[config.mk]
export PLATFORM = sky130hd
export DESIGN_NAME = stopwatch_bcd
export DESIGN_NICKNAME = d
export VERILOG_FILES = /design/src/rtl/stopwatch_pkg.sv /design/src/rtl/bcd_digit_cnt.sv /design/src/rtl/stopwatch_bcd.sv
export SDC_FILE = /design/constraint.sdc
export NUM_CORES = 1
export LEC_CHECK = 0
export ABC_AREA = 1
export CORE_AREA = 2 2 86 88
export DETAILED_ROUTE_END_ITERATION = 16
export DIE_AREA = 0 0 88 90
export MAX_ROUTING_LAYER = met4
export SKIP_CTS_REPAIR_TIMING = 1
export SYNTH_ARGS = -nofsm -noshare
export SYNTH_HDL_FRONTEND = slang
export SYNTH_HIERARCHICAL = 1
export SYNTH_SLANG_ARGS = --single-unit
[constraint.sdc]
create_clock -name clk100_i -period 3.58 [get_ports clk100_i]
set_clock_uncertainty 0.1 [all_clocks]
set_input_delay 0.716 -clock clk100_i [delete_from_list [all_inputs] [get_ports clk100_i]]
set_output_delay 0.716 -clock clk100_i [all_outputs]
set_load 0.01 [all_outputs]
[src/rtl/stopwatch_pkg.sv]
// Shared definitions for the stopwatch_bcd core: FSM state encoding,
// BCD digit width and the digit count of the SS.hh display.
package stopwatch_pkg;

    localparam int              BCD_W      = 4;
    localparam logic [BCD_W-1:0] BCD_MAX   = 4'd9;
    localparam int              NUM_DIGITS = 4;

    typedef enum logic [1:0] {
        ST_IDLE  = 2'd0,
        ST_RUN   = 2'd1,
        ST_PAUSE = 2'd2
    } state_e;

endpackage

[src/rtl/bcd_digit_cnt.sv]
// Single BCD digit counter (0-9). The carry is combinational so a chain of
// these resolves a full 99.99 -> 00.00 rollover within one clock cycle.
module bcd_digit_cnt
    import stopwatch_pkg::*;
(
    input  logic             clk_i,
    input  logic             rstn_i,
    input  logic             inc_i,
    input  logic             clr_i,
    output logic [BCD_W-1:0] digit_o,
    output logic             carry_o
);

    logic [BCD_W-1:0] digit_q, digit_d;

    // Carry out only when this digit is asked to step past 9.
    assign carry_o = inc_i && (digit_q >= BCD_MAX);
    assign digit_o = digit_q;

    // Next digit value: clear has priority over increment.
    always_comb begin
        // NOTE: default assignment first so no path through this block infers a latch.
        digit_d = digit_q;
        if (clr_i) begin
            digit_d = '0;
        end else if (inc_i) begin
            digit_d = (digit_q >= BCD_MAX) ? '0 : digit_q + 4'd1;
        end
    end

    // Digit register.
    always_ff @(posedge clk_i or negedge rstn_i) begin
        // NOTE: non-blocking assignments in clocked blocks keep all registers updating on the same edge.
        if (!rstn_i) begin
            digit_q <= '0;
        end else begin
            digit_q <= digit_d;
        end
    end

endmodule

[src/rtl/stopwatch_bcd.sv]
// Stopwatch core: four BCD digits SS.hh, start/stop/clear FSM, prescaled
// tick, synchronised and edge-detected push buttons.
// Optional lap-freeze display enabled with the macro STOPWATCH_LAP_EN.
module stopwatch_bcd
    import stopwatch_pkg::*;
#(
    parameter int CLK_FREQ = 100_000_000,
    parameter int TICK_HZ  = 100
) (
    input  logic             clk100_i,
    input  logic             rstn_i,
    input  logic             start_stop_i,
    input  logic             clear_i,
    input  logic             lap_i,
    output logic [BCD_W-1:0] hex0_o,
    output logic [BCD_W-1:0] hex1_o,
    output logic [BCD_W-1:0] hex2_o,
    output logic [BCD_W-1:0] hex3_o,
    output logic             running_o,
    output logic             wrap_o
);

    localparam int             DIV       = CLK_FREQ / TICK_HZ;
    localparam int             PW        = (DIV > 1) ? $clog2(DIV) : 1;
    localparam logic [PW-1:0]  PRESC_MAX = PW'(DIV - 1);

`ifdef STOPWATCH_LAP_EN
    localparam int NUM_BTN = 3;
`else
    localparam int NUM_BTN = 2;
`endif

    logic [NUM_BTN-1:0] btn_raw, sync1_q, sync2_q, prev_q, btn_ev;
    logic               ss_ev, clr_ev;

`ifdef STOPWATCH_LAP_EN
    assign btn_raw = {lap_i, clear_i, start_stop_i};
`else
    assign btn_raw = {clear_i, start_stop_i};
    logic unused_lap;
    assign unused_lap = lap_i;
`endif

    // Two-flop synchroniser followed by a previous-value register per button.
    always_ff @(posedge clk100_i or negedge rstn_i) begin
        if (!rstn_i) begin
            sync1_q <= '0;
            sync2_q <= '0;
            prev_q  <= '0;
        end else begin
            sync1_q <= btn_raw;
            sync2_q <= sync1_q;
            prev_q  <= sync2_q;
        end
    end

    assign btn_ev = sync2_q & ~prev_q;
    assign ss_ev  = btn_ev[0];
    assign clr_ev = btn_ev[1];

    state_e state_q, state_d;
    logic   running_q;
    logic   clr_cnt;

    // Next state; start_stop beats clear, clear only acts from PAUSE.
    always_comb begin
        state_d = state_q;
        clr_cnt = 1'b0;
        case (state_q)
            ST_IDLE:  if (ss_ev) state_d = ST_RUN;
            ST_RUN:   if (ss_ev) state_d = ST_PAUSE;
            ST_PAUSE: begin
                if (ss_ev) begin
                    state_d = ST_RUN;
                end else if (clr_ev) begin
                    state_d = ST_IDLE;
                    clr_cnt = 1'b1;
                end
            end
            default:  state_d = ST_IDLE;
        endcase
    end

    // State register with running flag registered alongside it.
    always_ff @(posedge clk100_i or negedge rstn_i) begin
        if (!rstn_i) begin
            state_q   <= ST_IDLE;
            running_q <= 1'b0;
        end else begin
            state_q   <= state_d;
            running_q <= (state_d == ST_RUN);
        end
    end

    logic [PW-1:0] presc_q, presc_d;
    logic          tick;

    assign tick = (state_q == ST_RUN) && (presc_q == PRESC_MAX);

    // Prescaler advances only in RUN and holds in PAUSE for a seamless resume.
    always_comb begin
        presc_d = presc_q;
        if (clr_cnt) begin
            presc_d = '0;
        end else if (state_q == ST_RUN) begin
            presc_d = tick ? '0 : presc_q + PW'(1);
        end
    end

    // Prescaler register.
    always_ff @(posedge clk100_i or negedge rstn_i) begin
        if (!rstn_i) begin
            presc_q <= '0;
        end else begin
            presc_q <= presc_d;
        end
    end

    logic [NUM_DIGITS:0] carry;
    logic [BCD_W-1:0]    digit [NUM_DIGITS];
    logic [BCD_W-1:0]    disp  [NUM_DIGITS];
    logic                wrap_q;

    assign carry[0] = tick;

    for (genvar i = 0; i < NUM_DIGITS; i++) begin : g_digit
        bcd_digit_cnt u_digit (
            .clk_i   (clk100_i),
            .rstn_i  (rstn_i),
            .inc_i   (carry[i]),
            .clr_i   (clr_cnt),
            .digit_o (digit[i]),
            .carry_o (carry[i+1])
        );
    end

    // Wrap pulse: carry out of the top digit, i.e. a tick at 99.99.
    always_ff @(posedge clk100_i or negedge rstn_i) begin
        if (!rstn_i) begin
            wrap_q <= 1'b0;
        end else begin
            wrap_q <= carry[NUM_DIGITS];
        end
    end

`ifdef STOPWATCH_LAP_EN
    logic             lap_ev;
    logic             lap_q;
    logic [BCD_W-1:0] frz_q [NUM_DIGITS];

    assign lap_ev = btn_ev[2];

    // Lap freeze: toggled by lap in RUN, released by start_stop or clear.
    always_ff @(posedge clk100_i or negedge rstn_i) begin
        if (!rstn_i) begin
            lap_q <= 1'b0;
            // NOTE: this small snapshot array is reset explicitly; it is flops, not a RAM.
            for (int i = 0; i < NUM_DIGITS; i++) frz_q[i] <= '0;
        end else if (ss_ev || clr_cnt) begin
            lap_q <= 1'b0;
        end else if (lap_ev && (state_q == ST_RUN)) begin
            lap_q <= !lap_q;
            if (!lap_q) begin
                for (int i = 0; i < NUM_DIGITS; i++) frz_q[i] <= digit[i];
            end
        end
    end

    for (genvar i = 0; i < NUM_DIGITS; i++) begin : g_disp
        assign disp[i] = lap_q ? frz_q[i] : digit[i];
    end
`else
    for (genvar i = 0; i < NUM_DIGITS; i++) begin : g_disp
        assign disp[i] = digit[i];
    end
`endif

    assign hex0_o    = disp[0];
    assign hex1_o    = disp[1];
    assign hex2_o    = disp[2];
    assign hex3_o    = disp[3];
    assign running_o = running_q;
    assign wrap_o    = wrap_q;

endmodule

==> flow_results.org <==
** CTS
- Clock tree synthesis found a total of 46 sinks.
- After clock tree synthesis, the clock-pin slew on the worst setup and hold paths is 0.09 ns.
- TritonCTS created 5 clock buffers.
- TritonCTS clock tree :: done
- Clock Tree Buf Depth :: 2
- Maximum level of the CTS H-tree :: 2
- Clk Tree Root Cell :: sky130_fd_sc_hd__clkbuf_8
- For the worst-skew pair, the clock arrives at the later sink with an insertion delay of 0.31 ns.

** Place
- Once placement finished, the instance area stood at 0.00303 mm^2.
- Gpl congestion :: 0.859
- Placed cells :: 459
- Total half-perimeter wirelength after legalization and detailed placement :: 3740 um
- Quantity of I/O buffers inserted on ports :: 21

** Final layout
- Area added between synthesis and finish :: 15.1%
- 0 antenna diodes ended up in the layout.
- Summing all non-filler instances in the final layout gives an area of 0.00314 mm^2.
- The finished layout holds 467 standard cells, fillers aside.
- Ratio of cells with drive above 1 in the final layout :: 13.3%
- Final layout net count :: 385

** Floorplanning
- The die covers 0.00792 mm^2.
- Number of placement rows :: 31
- Chip Width :: 88 um
- I/O Pins :: 23
- DIE HEIGHT :: 90 um
- Starting density of the core :: 38.9%
- The total area inside the core boundary comes to 0.00702 mm^2.

** STA
- Timing would allow up to 381 MHz.
- The number of failing hold endpoints at the final stage came to 0.
- At the pin with the least slew margin, the transition time is 1.02 ns.
- The worst path uses 73.3% of the clock period.
- Pins over their slew limit :: 0
- Minimum clock period after layout :: 2.62 ns
- Slew HR :: 31.9%
- Setup repair after global routing left no endpoint under its margin.
- Across all hold checks on the routed design, the worst slack comes to 0.258 ns.
- Adding up every negative setup slack in the final design gives 0 ns.
- Setup violations remaining at the end of the flow were counted as 0.

** Power and ir drop
- Switching portion of total power :: 30.0%
- Switching pwr :: 353 uW
- IR analysis of the VDD net gives a maximum drop of 0.000150 V.
- Internal power comes to 824 uW.
- For this design the ratio of total power to cell area is 375 mW/mm^2.
- Of the total power, the clock network draws 33.2%.
- Registers are responsible for 50.3% of the overall power.
- The design draws 1180 uW.
- Per report_power, the combinational group accounts for 16.5% of the total.
- Summed over all cells, the static leakage comes to 0.00146 uW.

** Setup path
- Reg2reg end :: g_digit[3].u_digit/digit_o[1]
- Largest fanout on the critical path :: 4
- Kind of start point of the critical path :: flop
- The worst register-to-register path begins at presc_q[0].
- Worst EP arrival :: 2.75 ns
- Counting cells, the worst reg-to-reg path comes to 15.
- Data on the critical path is required at its endpoint by 3.71 ns.
- Worst reg-to-reg setup slack :: 0.96 ns
- STA classifies the critical path endpoint as a flop.
- CP Class :: flop to flop

** Worst hold path
- Hold Path Stages :: 0
- The min-delay analysis places its worst path in the category flop to flop.
- For hold timing, the worst endpoint is sync2_q[1].
- Hold wc startpoint :: sync1_q[1]

** Run status
- Result of the run :: finished clean

** Drt
- Average wire per cell in the routed design :: 11.0 um
- In the routed layout, each cell is associated on average with a via count of 4.63.
- Via total after detailed routing :: 2,163
- The detail route stage leaves a number of antenna-violating nets equal to 0.
- WL final :: 5120 um
- The first TritonRoute pass finished after 4 iterations.
- In the routed design, unresolved DRC markers number 0.
- The first routing iteration left 71 violations.

** Job
- Across the run, the number of max-cap violations was 0.

** Global route
- Total global routing overflow :: 0
- The number of global-route vias before repair is 2,060.
- All-layer global routing usage :: 14.9%
- Initial antenna violation count :: 0
- Largest net degree at the start of global routing :: 47
- Wire length of the first global-routing pass :: 9270 um

** Yosys
- Flip-flop and latch count after synthesis :: 46
- Area share of the largest cell type after synthesis :: 42.2%
- Mapped Avg Cell Area :: 8.00 um^2
- Synthesized net count :: 359
- Leading area contributor after synthesis :: sky130_fd_sc_hd__dfrtp_1
- Cells after synthesis :: 341
- Library cells used by synthesis :: 32
- Sorting the synthesized cells by area gives the leading types as sky130_fd_sc_hd__dfrtp_1, sky130_fd_sc_hd__nand2_1, sky130_fd_sc_hd__nand3_1, sky130_fd_sc_hd__ha_1, sky130_fd_sc_hd__inv_1.
- Of the synthesized area, sequential elements account for 42.2%.
- In this run the cell area of the synthesized design comes to 0.00273 mm^2.
- Yosys warning total :: 6
==> cell usage after synthesis, drive strengths merged <==
| master | count |
|---|---|
| nand3 | 34 |
| xnor2 | 1 |
| nand2 | 98 |
| o21bai | 2 |
| o21ai | 21 |
| dfrtp | 46 |
| nor2 | 43 |
| ha | 13 |
| o22ai | 1 |
| nor3 | 3 |
| xor2 | 8 |
| a21oi | 13 |
| buf | 2 |
| nand4 | 5 |
| nand3b | 1 |
| or2 | 8 |
| nor4 | 1 |
| inv | 40 |
| clkinv | 1 |
==> kinds of logic (layout without fill, tap and decap cells) <==
group,count (synthesis),after routing,synth area share (%)
adders and majority gates,13,13,5.96
AOI/OAI and AO/OA,37,37,8.39
DFF,46,46,42.2
and+or+nand+nor,193,193,33.9
xor gates and xnor gates,9,9,2.89
buffers and inverters,43,70,6.65
==> how the worst max path moves through the flow <==
stage | end | depth (start not counted) | from
detailed placement | g_digit[3].u_digit/digit_o[1] | 15 | presc_q[0]
global route | g_digit[3].u_digit/digit_o[1] | 15 | presc_q[0]
CTS | g_digit[3].u_digit/digit_o[1] | 15 | presc_q[0]
floorplan | g_digit[3].u_digit/digit_o[0] | 15 | presc_q[0]
finish | g_digit[3].u_digit/digit_o[1] | 15 | presc_q[0]
global placement | g_digit[3].u_digit/digit_o[1] | 15 | presc_q[0]
==> final cells by class <==
class,instances,area [um^2]
inverter,41,154
tap,99,124
clock buffer,6,72.6
fill,702,3880
timing repair buffer,21,205
sequential,46,1150
clock inverter,2,37.5
multi-input combinational,252,1400
==> power by group through the flow <==
stage	Combinational (uW)	Sequential, uW	Clock, uW
2_1_floorplan	163	595	0
3_3_place_gp	195	600	0
3_5_place_dp	201	601	0
4_1_cts	201	592	404
5_1_grt	224	597	421
6_report	195	592	391
==> placed cells by master (no fill, tap or decap), types with 2 or more instances in the layout <==
cell type	count
sky130_fd_sc_hd__nor2_2	5
sky130_fd_sc_hd__ha_1	13
sky130_fd_sc_hd__nand2_2	6
sky130_fd_sc_hd__o21ai_2	10
sky130_fd_sc_hd__or2_4	4
sky130_fd_sc_hd__clkdlybuf4s50_1	20
sky130_fd_sc_hd__xor2_1	8
sky130_fd_sc_hd__nor3_1	2
sky130_fd_sc_hd__inv_1	34
sky130_fd_sc_hd__o21bai_1	2
sky130_fd_sc_hd__nand2_4	2
sky130_fd_sc_hd__nand4_1	4
sky130_fd_sc_hd__nand2_1	90
sky130_fd_sc_hd__or2_0	4
sky130_fd_sc_hd__clkbuf_8	5
sky130_fd_sc_hd__nor2_1	33
sky130_fd_sc_hd__inv_2	6
sky130_fd_sc_hd__dfrtp_1	46
sky130_fd_sc_hd__a21oi_1	13
sky130_fd_sc_hd__o21ai_0	10
sky130_fd_sc_hd__nor2_4	4
sky130_fd_sc_hd__nand3_1	33
==> flip-flops by register name (all words and copies together) (netlist names) <==
name,flops
presc_q,20
g_digit.u_digit/digit_o,16
prev_q,2
state_q,2
sync1_q,2
sync2_q,2
running_o,1
wrap_o,1
==> layer usage <==
| layer | wire length [um] | up-vias | GRT usage (%) |
|---|---|---|---|
| li1 | - | 1139 | - |
| met1 | 2470 | 995 | 19.2 |
| met2 | 2450 | 23 | 23.7 |
| met3 | 113 | 6 | 2.75 |
| met4 | 85 | 0 | 4.62 |
| met5 | 0 | - | - |
==> worst max-delay path, stage by stage (launching register included) <==
cell and delay [ns]:
sky130_fd_sc_hd__dfrtp_1 0.43, sky130_fd_sc_hd__ha_1 0.24, sky130_fd_sc_hd__nand3_1 0.14, sky130_fd_sc_hd__nor2_4 0.16
sky130_fd_sc_hd__inv_1 0.05, sky130_fd_sc_hd__nor3_1 0.30, sky130_fd_sc_hd__inv_1 0.09, sky130_fd_sc_hd__nor2_1 0.15
sky130_fd_sc_hd__inv_1 0.07, sky130_fd_sc_hd__nor2_1 0.19, sky130_fd_sc_hd__inv_1 0.08, sky130_fd_sc_hd__nor2_1 0.13
sky130_fd_sc_hd__inv_1 0.07, sky130_fd_sc_hd__nor2_1 0.17, sky130_fd_sc_hd__nand3_1 0.10, sky130_fd_sc_hd__o21ai_0 0.08
==> through the flow <==
stage | util, % | worst slack [ns]
final | 44.7 | 0.957
after floorplan | - | 1.39
after global routing | 44.7 | 0.688
after detailed placement | 43.1 | 0.968
after global placement | 43.1 | 1.00
after CTS | 44.7 | 0.950
Note: power is estimated with default switching activity, not from simulation.
